--- src/rtl/fir_inverse.sv ---
// Deconvolution stage for the fixed 4-tap FIR H = [-2 -1 3 4]: rebuilds int8 samples from
// the 16-bit encoded stream, one sample per cycle, with sticky parity/range fault detection.
module fir_inverse (
  input  logic               Clk,
  input  logic               Rst,
  input  logic               In_valid,
  input  logic signed [15:0] Yin,
  input  logic               Resync,
  output logic               Out_valid,
  output logic signed [7:0]  Xout,
  output logic [1:0]         Err
);

  localparam int DATA_W = 8;
  localparam int ACC_W  = 18;

  typedef enum logic {RUN, FAULT} state_t;

  state_t state, state_nxt;

  logic signed [DATA_W-1:0] x1, x2, x3;
  logic signed [ACC_W-1:0]  yin_e, x1_e, x2_e, x3_e;
  logic signed [ACC_W-1:0]  acc_p0, q_p0;
  logic                     accept_p0, par_f_p0, rng_f_p0;

  function automatic logic fits_int8(input logic signed [ACC_W-1:0] v);
    return (v >= -18'sd128) && (v <= 18'sd127);
  endfunction

  // Stage p0: recursion closes in one cycle through x1
  always_comb begin
    yin_e  = {{(ACC_W-16){Yin[15]}}, Yin};
    x1_e   = {{(ACC_W-DATA_W){x1[DATA_W-1]}}, x1};
    x2_e   = {{(ACC_W-DATA_W){x2[DATA_W-1]}}, x2};
    x3_e   = {{(ACC_W-DATA_W){x3[DATA_W-1]}}, x3};
    acc_p0 = yin_e + x1_e - 18'sd3 * x2_e - 18'sd4 * x3_e;
    q_p0   = -(acc_p0 >>> 1);
  end

  always_comb begin
    state_nxt = state;
    accept_p0 = 1'b0;
    par_f_p0  = 1'b0;
    rng_f_p0  = 1'b0;
    if (Resync) begin
      state_nxt = RUN;
    end else begin
      case (state)
        RUN: begin
          if (In_valid) begin
            par_f_p0 = acc_p0[0];
            rng_f_p0 = !fits_int8(q_p0);
            if (par_f_p0 || rng_f_p0) state_nxt = FAULT;
            else                      accept_p0 = 1'b1;
          end
        end
        FAULT: state_nxt = FAULT;
        default: state_nxt = RUN;
      endcase
    end
  end

  // Stage p1: registered decode result, history and sticky faults
  always_ff @(posedge Clk) begin
    if (Rst) begin
      state     <= RUN;
      Out_valid <= 1'b0;
      Xout      <= '0;
      Err       <= 2'b00;
      x1        <= '0;
      x2        <= '0;
      x3        <= '0;
    end else if (Resync) begin
      state     <= RUN;
      Out_valid <= 1'b0;
      Err       <= 2'b00;
      x1        <= '0;
      x2        <= '0;
      x3        <= '0;
    end else begin
      state     <= state_nxt;
      Out_valid <= accept_p0;
      Err       <= Err | {rng_f_p0, par_f_p0};
      if (accept_p0) begin
        Xout <= q_p0[DATA_W-1:0];
        x3   <= x2;
        x2   <= x1;
        x1   <= q_p0[DATA_W-1:0];
      end
    end
  end

endmodule

--- config.mk ---
export PLATFORM = sky130hd
export DESIGN_NAME = fir_inverse
export DESIGN_NICKNAME = d
export VERILOG_FILES = /design/src/rtl/fir_inverse.sv
export SDC_FILE = /design/constraint.sdc
export NUM_CORES = 1
export LEC_CHECK = 0
export ABC_AREA = 1
export BUFFER_PORTS_ARGS = -buffer_cell sky130_fd_sc_hd__buf_4
export CAP_MARGIN = 10
export CORE_ASPECT_RATIO = 1.1
export CORE_MARGIN = 3
export CORE_UTILIZATION = 45
export CTS_CLUSTER_DIAMETER = 150
export DETAILED_ROUTE_END_ITERATION = 6
export HOLD_SLACK_MARGIN = 0.15
export PLACE_DENSITY = 0.62
export SETUP_SLACK_MARGIN = 0.1
export SLEW_MARGIN = 0
export SYNTH_ARGS = -nofsm -noshare
export SYNTH_HDL_FRONTEND = slang
export SYNTH_SLANG_ARGS = --single-unit
--- constraint.sdc ---
create_clock -name Clk -period 13.7 [get_ports Clk]
set_clock_uncertainty 0.1 [all_clocks]
set_input_delay 1.37 -clock Clk [delete_from_list [all_inputs] [get_ports Clk]]
set_output_delay 1.37 -clock Clk [all_outputs]
set_load 0.005 [all_outputs]
==> impl_results.md, run 1 <==
- Fin. max-slew vios: 0
- Relative slew slack: 31.3%
- Ys Warns: 0
- Yosys reg bits: 36
- CP required: 13.78 ns
- Worst setup startpoint: Yin[5]
- Die H: 109 um
- Pwr/cell area: 65.7 mW/mm^2
- GRT overflow: 0
- Dpl cells: 799
- Clk sinks: 36
- Synth area leader: nand2_1
- Die area: 0.0109 mm^2
- TritonCTS clock tree: yes
- Setup bufs post-CTS: 0
- Post-Syn Area per Cell: 6.56 um^2
- Status: completed
- Total GRT Usage: 18.1%
- Crit path top cell by count: nand2_1
- Sw power: 114 uW
- Max clock buf depth: 2
- Vias in the first global route: 3825
- WL/cell: 11.2 um
- Slew @ Worst Pin: 1.03 ns
- Levels on crit path: 30
- IO Count: 31
- Commonest non-fill, non-tap cells in the layout: 200 x nand2_1, 141 x inv_1, 59 x nor2_1
- P&R area growth vs syn: 9.97%
- GPL Wtd Cong: 0.910
- Initial antenna violation count: 0
- Clock root cell: clkbuf_8
- Initial DRC Count: 170
- Largest net degree at the start of global routing: 50
- Crit-path max cell delay: 0.86 ns
- RR Startpoint: x2[7]
- Seq/Total Area, Yosys: 16.6%
- Final Hold Fails: 0
- Core Box Area: 0.00914 mm^2
- Diodes inserted: 0
- Crit-path max FO: 49
- Synthesized instance count: 662
- Setup Crit Path Kind: input pin to flip-flop
- DRC: 0
- Async S/R FF share, synth: 0%
- Reg2reg setup slack: 7.13 ns
- Hold_buf cts: 0
- Max Fclk: 144 MHz
- Crit share post-route: 50.7%
- Clock Power Share: 29.7%
- Post-synth EDFFs: 0
- Post-synth top flop: dfxtp_1
- Top post-synthesis cells by area: nand2_1 17%, dfxtp_1 17%, fa_1 17%
- Seq pwr share: 33.5%
- HP Class: flip-flop to flip-flop
- Inserted Clock Buffers: 5
- Clock Latency Late Sink: 0.29 ns
- Commonest non-fill, non-tap cell in the layout: nand2_1
- DRT antenna net count: 0
- Slowest CP cell: nand3_2
- Post-synth cell types: 30
- Switching Share: 36.4%
- Hold Crit Depth: 2
- Share of cells above drive strength 1: 10.8%
- Post-synth top area share: 17.3%
- Register clock-pin slew on the reported worst setup and hold paths: 0.07 ns
- Cell-internal power: 199 uW
- Post-CTS sizing: 0
- Chip width: 99.7 um
- Hold path startpoint: Xout[3]
- Worst VDD drop: 0.0314 mV
- Final WL: 9.04 mm
- Reg2Reg Depth: 30
- First-pass GRT wire length: 16.2 mm
- Iteration count of the initial detailed-routing pass: 6
- Vias: 3876
- Crit path buffers/inverters: 7
- Worst Setup End Kind: flip-flop
- H-tree levels: 2
- Row cnt: 36
- Port buffer count: 30
- Vias per cell: 4.80
- Final setup viols: 0
- Post-DP HPWL: 7.73 mm
- # nets final: 787
- Min Clock Period, post-route: 6.95 ns
- CP Data Arrival Time: 7.03 ns
- Setup TNS: 0 ns
- Initial Util: 47.5%
- Non-filler cells in the finished layout: 807
- Synthesized cell area: 0.00434 mm^2
- Synthesized Nets: 757
- Combinational power share: 36.8%
- RSZ-0062 raised after global routing: false
- CP Launch Type: input pin
- CP delay by family, top: simple AND/OR/NAND/NOR gates
- Leak: 0.00268 uW
- Max Cap Viol: 0
==> metrics by stage <==
step	worst slack, ns	hold slack, ns	total power [uW]	area [um^2]	util (%)
2_1_floorplan	8.01	0.355	197	4340	-
3_3_place_gp	6.58	0.349	221	4670	51.1
3_5_place_dp	6.41	0.356	223	4670	51.1
4_1_cts	6.71	0.368	317	4780	52.2
5_1_grt	6.17	0.384	339	4780	52.2
6_report	6.75	0.365	314	4780	52.2
==> area by class of cell <==
type,count,area [um^2]
clock buffers,6,72.6
clock inverters,2,35.0
fillers,960,4370
inverters,153,574
multi-input cells,465,3000
flip-flops and latches,36,721
well taps,114,143
repair buffers,31,233
==> Yosys cell counts, types with 2 or more instances <==
master	number
nand4_1	15
clkinv_1	3
nand3_2	6
buf_2	4
buf_6	2
clkbuf_1	2
dfxtp_1	36
o21ai_0	3
nor2_4	3
nor2_2	11
a21oi_1	28
inv_1	141
ha_1	39
nor2_1	59
nand2_1	200
fa_1	36
nand2_2	6
xor2_1	5
xnor2_1	4
inv_2	9
nand3_1	39
nor3_1	3
==> sequential cells by signal, indices dropped and copies added, names as in the netlist <==
| signal | count |
|---|---|
| Err | 2 |
| Out_valid | 1 |
| Xout | 8 |
| state | 1 |
| x1 | 8 |
| x2 | 8 |
| x3 | 8 |
==> power by group through the flow <==
stage / Sequential, uW / Combinational (uW) / Clock (uW)
floorplan: 108 / 89.7 / 0
finish: 105 / 115 / 93.0
global route: 105 / 134 / 99.8
CTS: 105 / 116 / 96.0
detailed placement: 108 / 116 / 0
global placement: 108 / 113 / 0
==> routing by layer <==
metal | vias up | wire, um | track usage, %
met3 | 17 | 163 | 1.22
met4 | 0 | 245 | 6.44
li1 | 2053 | - | -
met1 | 1757 | 4060 | 21.8
met5 | - | 0 | 0
met2 | 49 | 4570 | 33.6
==> path summary, 6_finish.rpt <==
kind,to
setup / recovery,x3[7]
hold / removal,Xout[3]
setup reg to reg,x3[7]
hold reg to reg,Xout[3]
==> worst min-delay path, cell delays in order, from the launching register on <==
cell	delay (ns)
dfxtp_1	0.31
nand2_1	0.06
a21oi_1	0.05
==> cell families (layout without fill, tap and decap cells) <==
| family | count (synthesis) | after routing | synth area share (%) |
|---|---|---|---|
| simple gates | 345 | 345 | 35.0 |
| buf+inv | 161 | 192 | 14.4 |
| flops | 36 | 36 | 16.6 |
| fa+ha+maj | 75 | 75 | 27.8 |
| compound gates | 36 | 36 | 4.35 |
| xor+xnor | 9 | 9 | 1.81 |
Power figures use the tool's default switching activity.
==> run 2: changes to the inputs <==
--- a/config.mk
+++ b/config.mk
@@ -5,7 +5,7 @@
 export SDC_FILE = /design/constraint.sdc
 export NUM_CORES = 1
 export LEC_CHECK = 0
-export ABC_AREA = 1
+export ABC_AREA = 0
 export BUFFER_PORTS_ARGS = -buffer_cell sky130_fd_sc_hd__buf_4
 export CAP_MARGIN = 10
 export CORE_ASPECT_RATIO = 1.1
@@ -14,7 +14,7 @@
 export CTS_CLUSTER_DIAMETER = 150
 export DETAILED_ROUTE_END_ITERATION = 6
 export HOLD_SLACK_MARGIN = 0.15
-export PLACE_DENSITY = 0.62
+export PLACE_DENSITY = 0.65
 export SETUP_SLACK_MARGIN = 0.1
 export SLEW_MARGIN = 0
 export SYNTH_ARGS = -nofsm -noshare
==> constraint.sdc (replaced) <==
create_clock -name Clk -period 5.83 [get_ports Clk]
set_clock_uncertainty 0.1 [all_clocks]
set_input_delay 0.583 -clock Clk [delete_from_list [all_inputs] [get_ports Clk]]
set_output_delay 0.583 -clock Clk [all_outputs]
set_load 0.005 [all_outputs]
==> run 2 against run 1 <==
Hold slack worse by 0.0087 ns. Global-route usage is 0.13 points lower. Via count is 6.3% lower. Combinational power grew to 3.0 times the previous value. Clock power is 110% higher. Critical path depth is 9 lower. Synthesized cell count is 27% lower. Flip-flop and latch count stayed put. Die area is 4.7% lower. Cell area is 9.6% higher.
==> impl_results.md, run 2 <==
- Hold_buf cts: 0
- Async S/R FF share, synth: 0%
- Clock root cell: clkbuf_8
- Die H: 106 um
- RSZ-0062 raised after global routing: false
- Fin. max-slew vios: 0
- Setup Crit Path Kind: input pin to flip-flop
- Setup TNS: 0 ns
- Synthesized Nets: 575
- Crit-path max FO: 8
- Final WL: 9.59 mm
- Reg2Reg Depth: 19
- Largest net degree at the start of global routing: 34
- Worst VDD drop: 0.0693 mV
- Row cnt: 36
- Initial Util: 46.3%
- CP delay by family, top: adder cells
- Ys Warns: 0
- IO Count: 31
- Post-synth top flop: dfxtp_1
- P&R area growth vs syn: 26.9%
- Clock Latency Late Sink: 0.29 ns
- Hold EP: state
- TritonCTS clock tree: yes
- CP Launch Type: input pin
- Initial antenna violation count: 0
- Clk sinks: 36
- Synthesized cell area: 0.00413 mm^2
- Relative slew slack: 69.0%
- Final setup viols: 0
- Synth area leader: dfxtp_1
- Crit path buffers/inverters: 5
- DRC: 0
- H-tree levels: 2
- # nets final: 655
- CP required: 5.90 ns
- GPL Wtd Cong: 0.849
- Count leader, synth: inv_1
- Status: completed
- Yosys reg bits: 36
- Crit-path max cell delay: 0.52 ns
- Levels on crit path: 21
- Core Box Area: 0.00892 mm^2
- Inserted Clock Buffers: 5
- Seq/Total Area, Yosys: 17.5%
- Post-synth top area share: 17.5%
- Worst Setup End Kind: flip-flop
- Initial DRC Count: 95
- HP Class: flip-flop to flip-flop
- Final Hold Fails: 0
- Diodes inserted: 0
- Max Fclk: 177 MHz
- Post-synth cell types: 56
- Die area: 0.0104 mm^2
- Vias per cell: 5.39
- Port buffer count: 30
- Chip width: 97.3 um
- Slew @ Worst Pin: 0.462 ns
- Leak: 0.00250 uW
- Post-synth EDFFs: 0
- Hold path startpoint: state
- DRT antenna net count: 0
- Most common library cells after synthesis: 79 x inv_1, 44 x nand2_1, 39 x ha_1, 36 x dfxtp_1, 36 x fa_1
- Share of cells above drive strength 1: 28.4%
- CP Data Arrival Time: 5.73 ns
- Crit share post-route: 97.2%
- WL/cell: 14.2 um
- Vias in the first global route: 3364
- Total GRT Usage: 17.9%
- Register clock-pin slew on the reported worst setup and hold paths: 0.07 ns
- Fin util: 58.7%
- GRT overflow: 0
- Max clock buf depth: 2
- Pwr/cell area: 150 mW/mm^2
- Commonest non-fill, non-tap cells in the layout: 85 x buf_4, 76 x inv_1, 43 x nand2_1
- Max Cap Viol: 0
- First-pass GRT wire length: 15.4 mm
- RR Startpoint: x2[2]
- Reg2reg setup slack: 0.18 ns
- Hold Crit Depth: 2
- Post-DP HPWL: 7.24 mm
- Min Clock Period, post-route: 5.67 ns
- Ordered cell list for the critical path: buf_6 -> inv_2 -> fa_1 -> ha_1 -> inv_2 -> fa_1 -> inv_1 -> fa_1 -> inv_2 -> ha_4 -> and3_4 -> or3_4 -> a221o_1 -> or3_4 -> o21ai_2 -> nor4b_4 -> o2111ai_2 -> a311o_1 -> or3_4 -> and2_4 -> mux2i_1
- Slowest CP cell: fa_1
- Top post-synthesis cells by area: dfxtp_1 17%, fa_1 17%, ha_1 12%
- Post-Syn Area per Cell: 8.60 um^2
- Vias: 3630
- Synthesized instance count: 480
- Iteration count of the initial detailed-routing pass: 4
- RR Endpoint: x2[7]
- Commonest non-fill, non-tap cell in the layout: buf_4
[run 2: changes by cell type in the layout (fill, tap and decap cells not counted), moves of 9 or more]
cell / delta
nand4_1: -12
a21o_1: +12
inv_1: -65
nand3_1: -31
buf_4: +54
o21ai_1: +9
a21oi_1: -16
nor2_2: -10
mux2i_1: +24
nor2_1: -37
nand2_1: -157
[run 2: where the power goes]
part | switching (uW) | internal [uW]
Combinational | 180 | 165
Sequential | 0.564 | 247
Clock | 88.4 | 105
Total | 269 | 518
[run 2: routing by layer]
layer | up-vias | track usage [%] | routed length [um]
li1 | 1800 | - | -
met1 | 1766 | 22.6 | 4150
met2 | 47 | 32.1 | 5060
met3 | 17 | 1.97 | 192
met4 | 0 | 5.64 | 185
met5 | - | 0 | 0
[run 2: worst max path at each step]
stage | start | endpoint | slack [ns]
4_1_cts | Yin[5] | x2[7] | 0.10
5_1_grt | Yin[5] | x2[3] | 0.04
3_5_place_dp | Yin[3] | x3[2] | -0.42
6_report | Yin[3] | x2[7] | 0.16
3_3_place_gp | Yin[3] | x3[4] | -0.33
2_1_floorplan | Yin[7] | x2[7] | -0.25
[run 2: worst register-to-register path: stages, from the launching register on]
cell and delay [ns]:
dfxtp_1 0.34, fa_1 0.48, ha_1 0.30, inv_2 0.04, fa_1 0.52, inv_1 0.05
fa_1 0.50, inv_2 0.05, ha_4 0.23, and3_4 0.19, or3_4 0.38, a221o_1 0.34
or3_4 0.41, o21ai_2 0.13, nor4b_4 0.22, o2111ai_2 0.14, a311o_1 0.34, or3_4 0.39
and2_4 0.23, mux2i_1 0.15
[run 2: cell type report]
type	count	area [um^2]
fillers	817	3680
multi-input cells	349	3290
flip-flops and latches	36	726
repair buffers	89	683
inverters	79	297
well taps	114	143
clock buffers	7	96.3
[run 2: kinds of logic (layout without fill, tap and decap cells)]
logic type | after synthesis | count (layout) | share of synthesized area, %
AOI/OAI and AO/OA | 91 | 91 | 14.9
DFF | 36 | 36 | 17.5
muxes | 25 | 25 | 6.09
and+or+nand+nor | 138 | 141 | 18.1
buffers and inverters | 98 | 175 | 10.5
adders and majority gates | 75 | 75 | 29.3
xor gates and xnor gates | 17 | 17 | 3.61
[run 2: per-stage QoR]
stage | area [um^2] | setup WS (ns) | hold WS (ns) | total power (uW) | instances
after global placement | 4780 | -0.331 | 0.337 | 547 | 659
after CTS | 4970 | 0.101 | 0.357 | 754 | 671
after floorplan | 4150 | -0.252 | 0.325 | 448 | 480
final | 5240 | 0.165 | 0.356 | 786 | 674
after detailed placement | 4780 | -0.422 | 0.342 | 551 | 659
after global routing | 5240 | 0.0371 | 0.382 | 832 | 674
[run 2: what timing repair did]
action,in CTS,in global routing
hold endpoints to repair,0,0
pin swaps,12,17
gates cloned,3,0
buffers inserted,2,3
resized for setup,12,46
endpoints found under the setup margin,32,34
==> run 3: changes to the inputs <==
--- a/config.mk
+++ b/config.mk
@@ -13,10 +13,12 @@
 export CORE_UTILIZATION = 45
 export CTS_CLUSTER_DIAMETER = 150
 export DETAILED_ROUTE_END_ITERATION = 6
+export GPL_TIMING_DRIVEN = 0
 export HOLD_SLACK_MARGIN = 0.15
-export PLACE_DENSITY = 0.65
+export PLACE_DENSITY = 0.63
 export SETUP_SLACK_MARGIN = 0.1
 export SLEW_MARGIN = 0
 export SYNTH_ARGS = -nofsm -noshare
 export SYNTH_HDL_FRONTEND = slang
 export SYNTH_SLANG_ARGS = --single-unit
+export TNS_END_PERCENT = 20
==> constraint.sdc (replaced) <==
create_clock -name Clk -period 6.6 [get_ports Clk]
set_clock_uncertainty 0.1 [all_clocks]
set_input_delay 0.66 -clock Clk [delete_from_list [all_inputs] [get_ports Clk]]
set_output_delay 0.66 -clock Clk [all_outputs]
set_load 0.005 [all_outputs]
==> run 3 against run 2 <==
Global-route usage down 0.19 points. Combinational power down 34%. Critical path depth up 3. Critical path type unchanged. Count of clock-buffer cells in the layout up 1. Cell count down 5.9%. Die area unchanged. Worst setup slack better by 0.11 ns. Cell area down 11%. Flip-flop and latch count unchanged. Largest power group unchanged.
==> impl_results.md, run 3 (same netlist as run 2, synthesis figures left out) <==
- Share of cells above drive strength 1: 13.7%
- Status: completed
- Initial Util: 46.3%
- Clk sinks: 36
- CP required: 6.68 ns
- Worst VDD drop: 0.0670 mV
- Chip width: 97.3 um
- DRT antenna net count: 0
- Diodes inserted: 0
- Worst Setup End Kind: flip-flop
- Largest net degree at the start of global routing: 11
- DRC: 0
- Port buffer count: 30
- Setup Crit Path Kind: input pin to flip-flop
- Core Box Area: 0.00892 mm^2
- Pwr/cell area: 132 mW/mm^2
- Max clock buf depth: 2
- Max Cap Viol: 0
- Total Power: 614 uW
- Commonest non-fill, non-tap cells in the layout: 79 x inv_1, 44 x nand2_1, 38 x ha_1
- Vias: 3407
- Crit-path max FO: 10
- Relative slew slack: 57.5%
- Hold slack: 0.354 ns
- Final setup viols: 0
- Reg2Reg Depth: 26
- GPL Wtd Cong: 0.818
- Iteration count of the initial detailed-routing pass: 4
- Post-DP HPWL: 7.46 mm
- Vias in the first global route: 3359
- Vias per cell: 5.37
- Cell area after layout: 0.00464 mm^2
- Die H: 106 um
- WL/cell: 14.2 um
- RSZ-0062 raised after global routing: false
- Hold_buf cts: 0
- P&R area growth vs syn: 12.6%
- Dpl cells: 624
- CP Launch Type: input pin
- GRT overflow: 0
- Die area: 0.0104 mm^2
- H-tree levels: 2
- First-pass GRT wire length: 15.2 mm
- HP Class: flip-flop to flip-flop
- Initial antenna violation count: 0
- DP Area: 0.00449 mm^2
- Total GRT Usage: 17.7%
- CP Data Arrival Time: 6.40 ns
- Inserted Clock Buffers: 5
- Initial DRC Count: 132
- Slew @ Worst Pin: 0.638 ns
- Commonest non-fill, non-tap cell in the layout: inv_1
- Clock Latency Late Sink: 0.29 ns
- Fin util: 52.1%
- Final Hold Fails: 0
- TritonCTS clock tree: yes
- Final WL: 9.02 mm
- Worst setup startpoint: Yin[3]
- RR Endpoint: x2[4]
- Min Clock Period, post-route: 6.32 ns
- Leak: 0.00222 uW
- Register clock-pin slew on the reported worst setup and hold paths: 0.08 ns
- Fin. max-slew vios: 0
- Clock root cell: clkbuf_8
- Crit share post-route: 95.8%
- Reg2reg setup slack: 0.39 ns
- Crit path to: x2[4]
- Max Fclk: 158 MHz
- # nets final: 614
- Row cnt: 36
- RR Startpoint: x2[4]
- IO Count: 31
- Non-filler cells in the finished layout: 634
## run 3: where the power goes
| group | total [uW] | leakage (uW) | switching (uW) | internal [uW] |
|---|---|---|---|---|
| clock | 167 | 0.0000455 | 81.5 | 85.3 |
| combinational | 229 | 0.00188 | 132 | 96.6 |
| sequential | 218 | 0.000291 | 0.465 | 218 |
## run 3: worst min-delay path by stage
stage	start	endpoint	slack, ns	depth (start not counted)
after floorplan	state	state	0.33	2
after global placement	state	state	0.34	2
after detailed placement	state	state	0.34	2
after CTS	state	state	0.35	2
after global routing	Err[1]	Err[1]	0.39	1
final	state	state	0.35	2
## run 3: through the flow
step | setup WS [ns] | setup TNS (ns)
global placement | -0.0887 | -1.81
global route | 0.100 | 0
floorplan | 0.362 | 0
finish | 0.278 | 0
detailed placement | -0.154 | -3.73
CTS | 0.181 | 0
## run 3: repair_timing
| item | in CTS | in global routing |
|---|---|---|
| pin swaps | 0 | 3 |
| gates resized for setup | 2 | 10 |
| setup buffers | 0 | 2 |
| hold endpoints to repair | 0 | 0 |
| setup endpoints to repair | 32 | 32 |
## run 3: metal layers
| metal | vias to the layer above | routed length (um) | global-route usage [%] |
|---|---|---|---|
| met2 | 38 | 4670 | 32.5 |
| met5 | - | 0 | 0 |
| li1 | 1710 | - | - |
| met1 | 1644 | 3960 | 21.9 |
| met3 | 15 | 232 | 1.84 |
| met4 | 0 | 160 | 5.44 |
## run 3: layout make-up
class                   count  area (um^2)
multi-input cells         346         3010
repair buffers             32          240
clock buffers               8         90.1
well taps                 114          143
inverters                  79          297
flip-flops and latches     36          724
fillers                   903         4270
plain buffers              19          139
## run 3: worst max-delay path, stage by stage
cell and delay (ns):
buf_4 0.07, inv_1 0.04, fa_1 0.47, ha_1 0.29, inv_1 0.05, fa_1 0.54, inv_1 0.06, fa_1 0.50
inv_1 0.05, ha_2 0.32, a21o_1 0.22, or3_1 0.39, a221o_1 0.39, or3_1 0.38, o21ai_1 0.12, nor4b_2 0.25
o2111ai_1 0.19, a311o_1 0.33, or3_1 0.33, buf_6 0.15, and2_4 0.15, buf_6 0.13, buf_6 0.16, mux2i_2 0.15
